`config.mk`:
```
export PLATFORM = sky130hd
export DESIGN_NAME = gshare_predictor
export DESIGN_NICKNAME = d
export VERILOG_FILES = /design/src/rtl/gshare_predictor.sv
export SDC_FILE = /design/constraint.sdc
export NUM_CORES = 1
export LEC_CHECK = 0
export ABC_AREA = 0
export BUFFER_PORTS_ARGS = -buffer_cell sky130_fd_sc_hd__buf_2
export CAP_MARGIN = 20
export CORE_UTILIZATION = 55
export CTS_CLUSTER_DIAMETER = 50
export DETAILED_ROUTE_END_ITERATION = 8
export PLACE_DENSITY_LB_ADDON = 0.08
export SYNTH_ARGS = -nofsm -noshare
export SYNTH_HDL_FRONTEND = slang
export SYNTH_SLANG_ARGS = --single-unit
export TNS_END_PERCENT = 5
```
`constraint.sdc`:
```
create_clock -name clk -period 6.7 [get_ports clk]
set_input_delay 1.34 -clock clk [delete_from_list [all_inputs] [get_ports clk]]
set_output_delay 1.34 -clock clk [all_outputs]
set_load 0.05 [all_outputs]
```
`src/rtl/gshare_predictor.sv`:
```
// gshare_predictor: global-history branch direction predictor with a direct-mapped
// branch target buffer.
//
// Lookup and prediction are purely combinational from registered state; all updates
// happen on the rising edge of clk and only while rdy is high (reset excepted).
//
// Parameters
//   IDX_W      pattern-table index width (2^IDX_W two-bit counters)
//   HIST_W     global history width, 1..IDX_W
//   BTB_IDX_W  target-buffer index width (2^BTB_IDX_W entries)
//   MODE       1 = gshare (pc XOR history) indexing, 0 = bimodal (pc only)
//
// Ports
//   clk, rst            clock, synchronous active-high reset
//   rdy                 global enable; low freezes all state
//   if_valid            fetch lookup this cycle
//   if_is_branch        fetched instruction is a conditional branch
//   if_pc               fetch PC
//   predict_taken       predicted direction
//   predict_target      predicted target (meaningful when predict_taken)
//   predict_ghr         history snapshot used by this lookup
//   commit_valid        a branch retires this cycle
//   commit_pc           retiring branch PC
//   commit_taken        actual outcome
//   commit_target       actual taken target
//   commit_ghr          snapshot that travelled with the branch
//   commit_mispredict   branch was mispredicted; repair history
module gshare_predictor #(
  parameter int unsigned IDX_W     = 7,
  parameter int unsigned HIST_W    = 7,
  parameter int unsigned BTB_IDX_W = 4,
  parameter int unsigned MODE      = 1
) (
  input  logic              clk,
  input  logic              rst,
  input  logic              rdy,
  input  logic              if_valid,
  input  logic              if_is_branch,
  input  logic [31:0]       if_pc,
  output logic              predict_taken,
  output logic [31:0]       predict_target,
  output logic [HIST_W-1:0] predict_ghr,
  input  logic              commit_valid,
  input  logic [31:0]       commit_pc,
  input  logic              commit_taken,
  input  logic [31:0]       commit_target,
  input  logic [HIST_W-1:0] commit_ghr,
  input  logic              commit_mispredict
);

  localparam int unsigned NumCnt = 1 << IDX_W;
  localparam int unsigned NumBtb = 1 << BTB_IDX_W;
  localparam int unsigned TagW   = 30 - BTB_IDX_W;

  logic [1:0]        cnt_q       [NumCnt];
  logic [HIST_W-1:0] ghr_q;
  logic [HIST_W-1:0] ghr_d;
  logic              btb_valid_q [NumBtb];
  logic [TagW-1:0]   btb_tag_q   [NumBtb];
  logic [31:0]       btb_tgt_q   [NumBtb];

  logic [IDX_W-1:0]     fetch_idx;
  logic [IDX_W-1:0]     commit_idx;
  logic [BTB_IDX_W-1:0] fetch_btb;
  logic [BTB_IDX_W-1:0] commit_btb;
  logic                 btb_hit;
  logic [1:0]           cnt_cur;
  logic [1:0]           cnt_upd;

  // PC bits [1:0] never participate: instructions are word aligned.
  logic unused_pc_lsb;
  assign unused_pc_lsb = ^{if_pc[1:0], commit_pc[1:0]};

  // Index generation; history is zero-extended when narrower than the index.
  always_comb begin
    fetch_idx  = if_pc[IDX_W+1:2];
    commit_idx = commit_pc[IDX_W+1:2];
    if (MODE == 1) begin
      fetch_idx  = fetch_idx ^ IDX_W'(ghr_q);
      commit_idx = commit_idx ^ IDX_W'(commit_ghr);
    end
  end

  assign fetch_btb  = if_pc[BTB_IDX_W+1:2];
  assign commit_btb = commit_pc[BTB_IDX_W+1:2];

  // Lookup: zero-latency read of registered state, so a same-cycle commit is
  // only visible from the following cycle.
  always_comb begin
    btb_hit        = btb_valid_q[fetch_btb] && (btb_tag_q[fetch_btb] == if_pc[31:BTB_IDX_W+2]);
    predict_taken  = cnt_q[fetch_idx][1] & btb_hit;
    predict_target = btb_hit ? btb_tgt_q[fetch_btb] : 32'h0;
    predict_ghr    = ghr_q;
  end

  // Saturating two-bit counter update.
  always_comb begin
    cnt_cur = cnt_q[commit_idx];
    cnt_upd = cnt_cur;
    if (commit_taken) begin
      if (cnt_cur != 2'b11) cnt_upd = cnt_cur + 2'b01;
    end else begin
      if (cnt_cur != 2'b00) cnt_upd = cnt_cur - 2'b01;
    end
  end

  // History: misprediction repair beats the speculative shift of a same-cycle lookup.
  // The casts drop the oldest bit, which also covers HIST_W == 1.
  always_comb begin
    ghr_d = ghr_q;
    if (commit_valid && commit_mispredict) begin
      ghr_d = HIST_W'({commit_ghr, commit_taken});
    end else if (if_valid && if_is_branch) begin
      ghr_d = HIST_W'({ghr_q, predict_taken});
    end
  end

  always_ff @(posedge clk) begin
    if (rst) begin
      for (int i = 0; i < NumCnt; i++) cnt_q[i] <= 2'b01;
      for (int i = 0; i < NumBtb; i++) btb_valid_q[i] <= 1'b0;
      ghr_q <= '0;
    end else if (rdy) begin
      if (commit_valid) begin
        cnt_q[commit_idx] <= cnt_upd;
        if (commit_taken) begin
          btb_valid_q[commit_btb] <= 1'b1;
          btb_tag_q[commit_btb]   <= commit_pc[31:BTB_IDX_W+2];
          btb_tgt_q[commit_btb]   <= commit_target;
        end
      end
      ghr_q <= ghr_d;
    end
  end

endmodule

```
==> results of run 1 <==
-- cells in the mapped netlist (5+ instances only) --
cell | instances | area [um^2]
a21oi_1 | 11 | 55.1
and3_1 | 7 | 43.8
nor3_1 | 36 | 180
o22a_1 | 8 | 70.1
buf_1 | 10 | 37.5
or2_2 | 20 | 125
inv_1 | 17 | 63.8
or3_1 | 5 | 31.3
nand4_1 | 11 | 68.8
o21ai_0 | 43 | 215
xor2_1 | 23 | 201
a21o_1 | 8 | 60.1
a31oi_1 | 18 | 113
mux4_2 | 308 | 6940
nor4_1 | 10 | 62.6
nor2b_1 | 39 | 244
clkbuf_1 | 116 | 435
o22ai_1 | 34 | 213
o221ai_1 | 13 | 114
xnor2_1 | 27 | 236
a311oi_1 | 11 | 96.3
mux2_2 | 19 | 214
a221oi_1 | 10 | 87.6
nand2_1 | 225 | 845
mux2i_1 | 61 | 611
edfxtp_1 | 1184 | 35600
nand2b_1 | 112 | 701
nor2_1 | 193 | 724
buf_6 | 6 | 67.6
buf_2 | 64 | 320
a22oi_1 | 12 | 90.1
nand3_1 | 143 | 716
a21boi_0 | 18 | 135
dfxtp_1 | 23 | 460
nor4_2 | 5 | 62.6
buf_4 | 5 | 37.5
a211oi_1 | 8 | 60.1
-- area by class of cell --
type	instances	area, um^2
timing repair buffer	249	1920
multi-input combinational	1497	14200
clock buffer	163	3630
tap	1186	1480
inverter	17	63.8
clock inverter	85	858
sequential	1207	36000
fill	6429	33500
antenna	2	5.00
-- tightest hold or removal path: stages (launching register included) --
cell and delay (ns):
dfxtp_1 0.30, inv_1 0.06, o22ai_1 0.08
-- cells by family after synthesis --
logic type,count (synthesis),synth area share
fa+ha+maj,2,0.000417
mux,392,0.154
compound gates,233,0.0331
buf+inv,221,0.0198
flops,1207,0.707
simple gates,818,0.0764
xor+xnor,52,0.00923
-- placed cells by master, fill, tap and decap left out, drive strengths merged, types with 11 or more instances in the layout --
cell       n
nor2     193
mux2i     61
or2       21
nand2b   112
xor2      25
mux4     312
clkinv    50
a311oi    12
nor2b     39
a31oi     18
a21boi    19
a21oi     13
nand2    226
mux2      19
nand3    143
buf      248
clkbuf   164
o21ai     44
o221ai    13
nor4      15
o22ai     35
a22oi     12
bufinv    14
nand4     11
xnor2     27
inv       28
edfxtp  1184
nor3      36
dfxtp     23
-- per-stage QoR --
stage               hold slack, ns  setup WS (ns)  cell area [um^2]  instances
floorplan                    0.449          0.764             51000       2925
CTS                          0.479          0.164             58100       4400
global placement             0.457          0.208             53700       4152
finish                       0.479         0.0328             58200       4406
detailed placement           0.469          0.195             53700       4152
global route                 0.493       0.000950             58200       4406
-- report_power, final --
group / internal, mW / switching [mW] / leakage [nW]
clock network: 4.43 / 2.99 / 2.17
registers: 8.34 / 0.0321 / 10.8
logic: 0.487 / 0.890 / 5.59
total: 13.3 / 3.91 / 18.5
-- sequential cells by signal, summed over array words and instances (netlist names) --
signal       flops
btb_tag_q      416
btb_tgt_q      512
btb_valid_q     16
cnt_q          256
predict_ghr      7
-- path summary, 6_finish.rpt --
kind / start / to / slack, ns
setup / recovery: if_pc[2] / predict_taken / 0.03
hold / removal: btb_valid_q[10] / btb_valid_q[10] / 0.48
setup reg to reg: predict_ghr[0] / predict_ghr[0] / 2.63
hold reg to reg: btb_valid_q[10] / btb_valid_q[10] / 0.48
-- per-layer routing --
layer,part of all wire,track usage
met1,0.39,0.377
met2,0.49,0.450
met3,0.082,0.0584
met4,0.031,0.0944
met5,0.00073,0
==> results.sh, run 1 <==
export IMPL_maxCapViolations=0
export IMPL_finalPower_mw=17.2
export IMPL_synth_main_ff_cell="edfxtp_1"
export IMPL_syn_to_final_growth_pct=14.2
export IMPL_finalCritPeriodShare=0.995
export IMPL_syn_nets=3036
export IMPL_grt_start_max_net_pins=82
export IMPL_end_kind="output port"
export IMPL_drt_iter0_markers=3161
export IMPL_skew_ns=0.0229
export IMPL_worst_path_buf_inv=6
export IMPL_setup_tns_ns=0
export IMPL_setup_violations=0
export IMPL_crit_top_cell="buf_4"
export IMPL_cts_buffer_depth=3
export IMPL_critPathArrivalTime_ns=5.33
export IMPL_crit_path_max_incr_delay_ns=0.56
export IMPL_path_class="in -> out"
export IMPL_wl_per_cell_um=29.0
export IMPL_synth_edf_count=1184
export IMPL_grt_pass1_vias=29400
export IMPL_htreeDepth=4
export IMPL_routed_via_density=6.46
export IMPL_post_route_util=0.635
export IMPL_clk_latency_ns=0.74
export IMPL_worst_slew_pin_slew_ns=1.22
export IMPL_grt_pass1_wl_um=189000
export IMPL_cp_num_cells=14
export IMPL_hpwl_um=73100
export IMPL_drc=0
export IMPL_crit_chain="buf_8 -> buf_4 -> xor2_4 -> buf_4 -> mux4_2 -> nor3_1 -> a211oi_1 -> buf_4 -> o31ai_1 -> nor3_1 -> a31oi_1 -> buf_4 -> nor2_1 -> buf_12"
export IMPL_die_height_um=306
export IMPL_port_buffers=146
export IMPL_finalHoldViolations=0
export IMPL_crit_required_ns=5.36
export IMPL_rows=111
export IMPL_crit_slowest_cell="mux4_2"
export IMPL_grt_ovfl_total=0
export IMPL_hold_path_cell_count=2
export IMPL_cts_hold_buffers=0
export IMPL_powerDensity_nw_per_um2=295
export IMPL_syn_cell_area_um2=51000
export IMPL_finalWirelength_um=128000
export IMPL_worstRegToRegCells=12
export IMPL_final_layout_size_suffix_gt1_frac=0.263
export IMPL_gp_congestion=0.952
export IMPL_grt_total_usage=0.278
export IMPL_tritoncts="yes"
export IMPL_cpLargestDelayFamily="buffers and inverters"
export IMPL_cellLeakagePower_nw=18.5
export IMPL_cts_buffers=137
export IMPL_yosysSeqAreaShare=0.707
export IMPL_clock_sinks=1207
export IMPL_root_buffer="clkbuf_16"
export IMPL_syn_instance_count=2925
export IMPL_antenna_found_initial=13
export IMPL_fmax_ghz=0.150
export IMPL_ctsResizeCount=0
export IMPL_core_area_um2=91700
export IMPL_ys_seq_elements=1207
export IMPL_async_reset_ff_frac=0
export IMPL_ios=151
export IMPL_synth_warnings=0
export IMPL_yosys_cell_types_count=72
export IMPL_postCtsSetupRepairBufs=0
export IMPL_holdCritPathClass="reg -> reg"
export IMPL_firstDrtPassIters=6
export IMPL_clk_pin_slew_ns=0.06
export IMPL_fp_dieW_um=306
export IMPL_ir_drop_uv=251
export IMPL_die_area_um2=93900
export IMPL_start_util=0.556
export IMPL_status="complete, no violations"
export IMPL_vias=28500
export IMPL_slew_headroom=0.179
export IMPL_fin_crit_ns=6.67
export IMPL_rsz0062_at_grt="false"
export IMPL_crit_fanout=42
export IMPL_final_max_slew_violation_count=0
export IMPL_fin_nets=3220
export IMPL_startpoint_type="input port"
export IMPL_synth_area_per_cell_um2=17.4
export IMPL_antenna_left=0
(Power assumes the default switching activity.)
==> run 2: changes to the inputs <==
Settings changed: CORE_MARGIN set to 2.
==> results.sh, run 2 (synthesized netlist as in run 1, its figures left out) <==
export IMPL_crit_required_ns=5.36
export IMPL_routed_via_density=6.39
export IMPL_die_height_um=308
export IMPL_final_cell_mix="1184 x edfxtp_1, 308 x mux4_2, 225 x nand2_1"
export IMPL_postCtsSetupRepairBufs=0
export IMPL_power_frac_seq=0.500
export IMPL_clk_pin_slew_ns=0.06
export IMPL_ctsResizeCount=0
export IMPL_drc=0
export IMPL_cellLeakagePower_nw=18.3
export IMPL_crit_slowest_cell="mux4_2"
export IMPL_setup_violations=0
export IMPL_grt_total_usage=0.272
export IMPL_ios=151
export IMPL_largest_reg_flops=512
export IMPL_htreeDepth=4
export IMPL_cts_buffer_depth=3
export IMPL_finalCritPeriodShare=0.913
export IMPL_critPathArrivalTime_ns=4.78
export IMPL_clock_sinks=1207
export IMPL_die_area_um2=95100
export IMPL_hold_path_cell_count=2
export IMPL_rsz0062_at_grt="false"
export IMPL_maxCapViolations=0
export IMPL_finalHoldViolations=0
export IMPL_grt_pass1_wl_um=188000
export IMPL_holdCritPathClass="reg -> reg"
export IMPL_status="complete, no violations"
export IMPL_root_buffer="clkbuf_16"
export IMPL_regMostFlops="btb_tgt_q"
export IMPL_p_clk_frac=0.418
export IMPL_startpoint_type="input port"
export IMPL_end_kind="output port"
export IMPL_cell_internal_pwr_mw=12.9
export IMPL_nFillCells=6457
export IMPL_grt_pass1_vias=29000
export IMPL_crit_path_max_incr_delay_ns=0.50
export IMPL_setup_tns_ns=0
export IMPL_fmax_ghz=0.163
export IMPL_final_layout_size_suffix_gt1_frac=0.256
export IMPL_drt_iter0_markers=2967
export IMPL_grt_start_max_net_pins=94
export IMPL_cts_hold_buffers=0
export IMPL_clk_latency_ns=0.72
export IMPL_reg_largest_list="btb_tgt_q x512, btb_tag_q x416, cnt_q x256"
export IMPL_rows=111
export IMPL_wl_per_cell_um=28.6
export IMPL_ir_drop_uv=243
export IMPL_powerDensity_nw_per_um2=289
export IMPL_fin_crit_ns=6.12
export IMPL_crit_top_cell="buf_4"
export IMPL_layout_commonest_cell="edfxtp_1"
export IMPL_combPwrFrac=0.082
export IMPL_finalPower_mw=16.7
export IMPL_worst_slew_pin_slew_ns=1.10
export IMPL_skew_ns=0.0193
export IMPL_gp_congestion=0.862
export IMPL_slew_headroom=0.264
export IMPL_fp_dieW_um=308
export IMPL_final_max_slew_violation_count=0
export IMPL_crit_chain="clkbuf_8 -> buf_4 -> mux4_2 -> mux4_2 -> xnor2_1 -> nand4_1 -> nor4_1 -> buf_4 -> nand4_1 -> buf_4 -> nor2b_1 -> buf_12"
export IMPL_port_buffers=146
export IMPL_tritoncts="yes"
export IMPL_grt_ovfl_total=0
export IMPL_timing_hold_ws_ns=0.474
export IMPL_cts_buffers=131
export IMPL_antenna_left=0
export IMPL_p_sw_mw=3.82
export IMPL_vias=28400
export IMPL_path_class="in -> out"
export IMPL_syn_to_final_growth_pct=13.5
export IMPL_crit_fanout=44
export IMPL_antenna_found_initial=11
export IMPL_swShare=0.229
export IMPL_fin_nets=3202
export IMPL_worstRegToRegCells=11
export IMPL_start_util=0.555
export IMPL_hpwl_um=71400
export IMPL_firstDrtPassIters=5
export IMPL_core_area_um2=91800
export IMPL_finalWirelength_um=127000
==> run 2: cell types whose count changed in the layout (fill, tap and decap cells not counted), sizes merged <==
cell	previous run	this run
bufinv	14	8
clkinvlp	10	7
diode	2	4
clkbuf	164	158
inv	28	21
buf	248	236
clkinv	50	58
==> run 2: power by group through the flow <==
stage / Clock [mW] / Combinational, mW / Sequential (mW)
final: 6.98 / 1.37 / 8.37
after global routing: 7.37 / 1.45 / 8.37
after CTS: 7.08 / 1.36 / 8.37
after detailed placement: 0 / 1.35 / 8.53
after global placement: 0 / 1.32 / 8.52
after floorplan: 0 / 0.851 / 8.53
==> run 2: stage by stage <==
stage / util / worst slack, ns / area [um^2] / cells
2_1_floorplan: - / 0.764 / 51000 / 2925
6_report: 0.630 / 0.581 / 57900 / 4439
4_1_cts: 0.630 / 0.571 / 57900 / 4435
5_1_grt: 0.630 / 0.319 / 57900 / 4438
3_3_place_gp: 0.584 / 0.614 / 53600 / 4199
3_5_place_dp: 0.585 / 0.577 / 53700 / 4201
==> run 2: layout make-up <==
class / instances / area (um^2) / share of cell area
Antenna cell: 4 / 10.0 / 0.000173
Clock buffer: 157 / 3530 / 0.0611
Clock inverter: 77 / 651 / 0.0112
Inverter: 17 / 63.8 / 0.00110
Multi-Input combinational cell: 1497 / 14200 / 0.246
Sequential cell: 1207 / 36000 / 0.622
Tap cell: 1243 / 1560 / 0.0269
Timing Repair Buffer: 237 / 1810 / 0.0313
==> run 2: layer usage <==
layer,routed length (um),share of wire,GRT usage
met1,49500,0.39,0.360
met2,65000,0.51,0.461
met3,8940,0.070,0.0480
met4,3320,0.026,0.0884
met5,57,0.00045,0
==> run 2: final timing paths <==
path                             to  slack (ns)            from
setup / recovery  predict_target[7]        0.58        if_pc[3]
hold / removal       btb_valid_q[8]        0.47  btb_valid_q[8]
setup reg to reg     predict_ghr[0]        3.27  predict_ghr[0]
hold reg to reg      btb_valid_q[8]        0.47  btb_valid_q[8]
==> run 2: worst max-delay path: cells and delay by family <==
family,cells,cell delay (ns)
buf+inv,5,1.40
simple gates,4,0.74
xor+xnor,1,0.31
mux,2,0.83
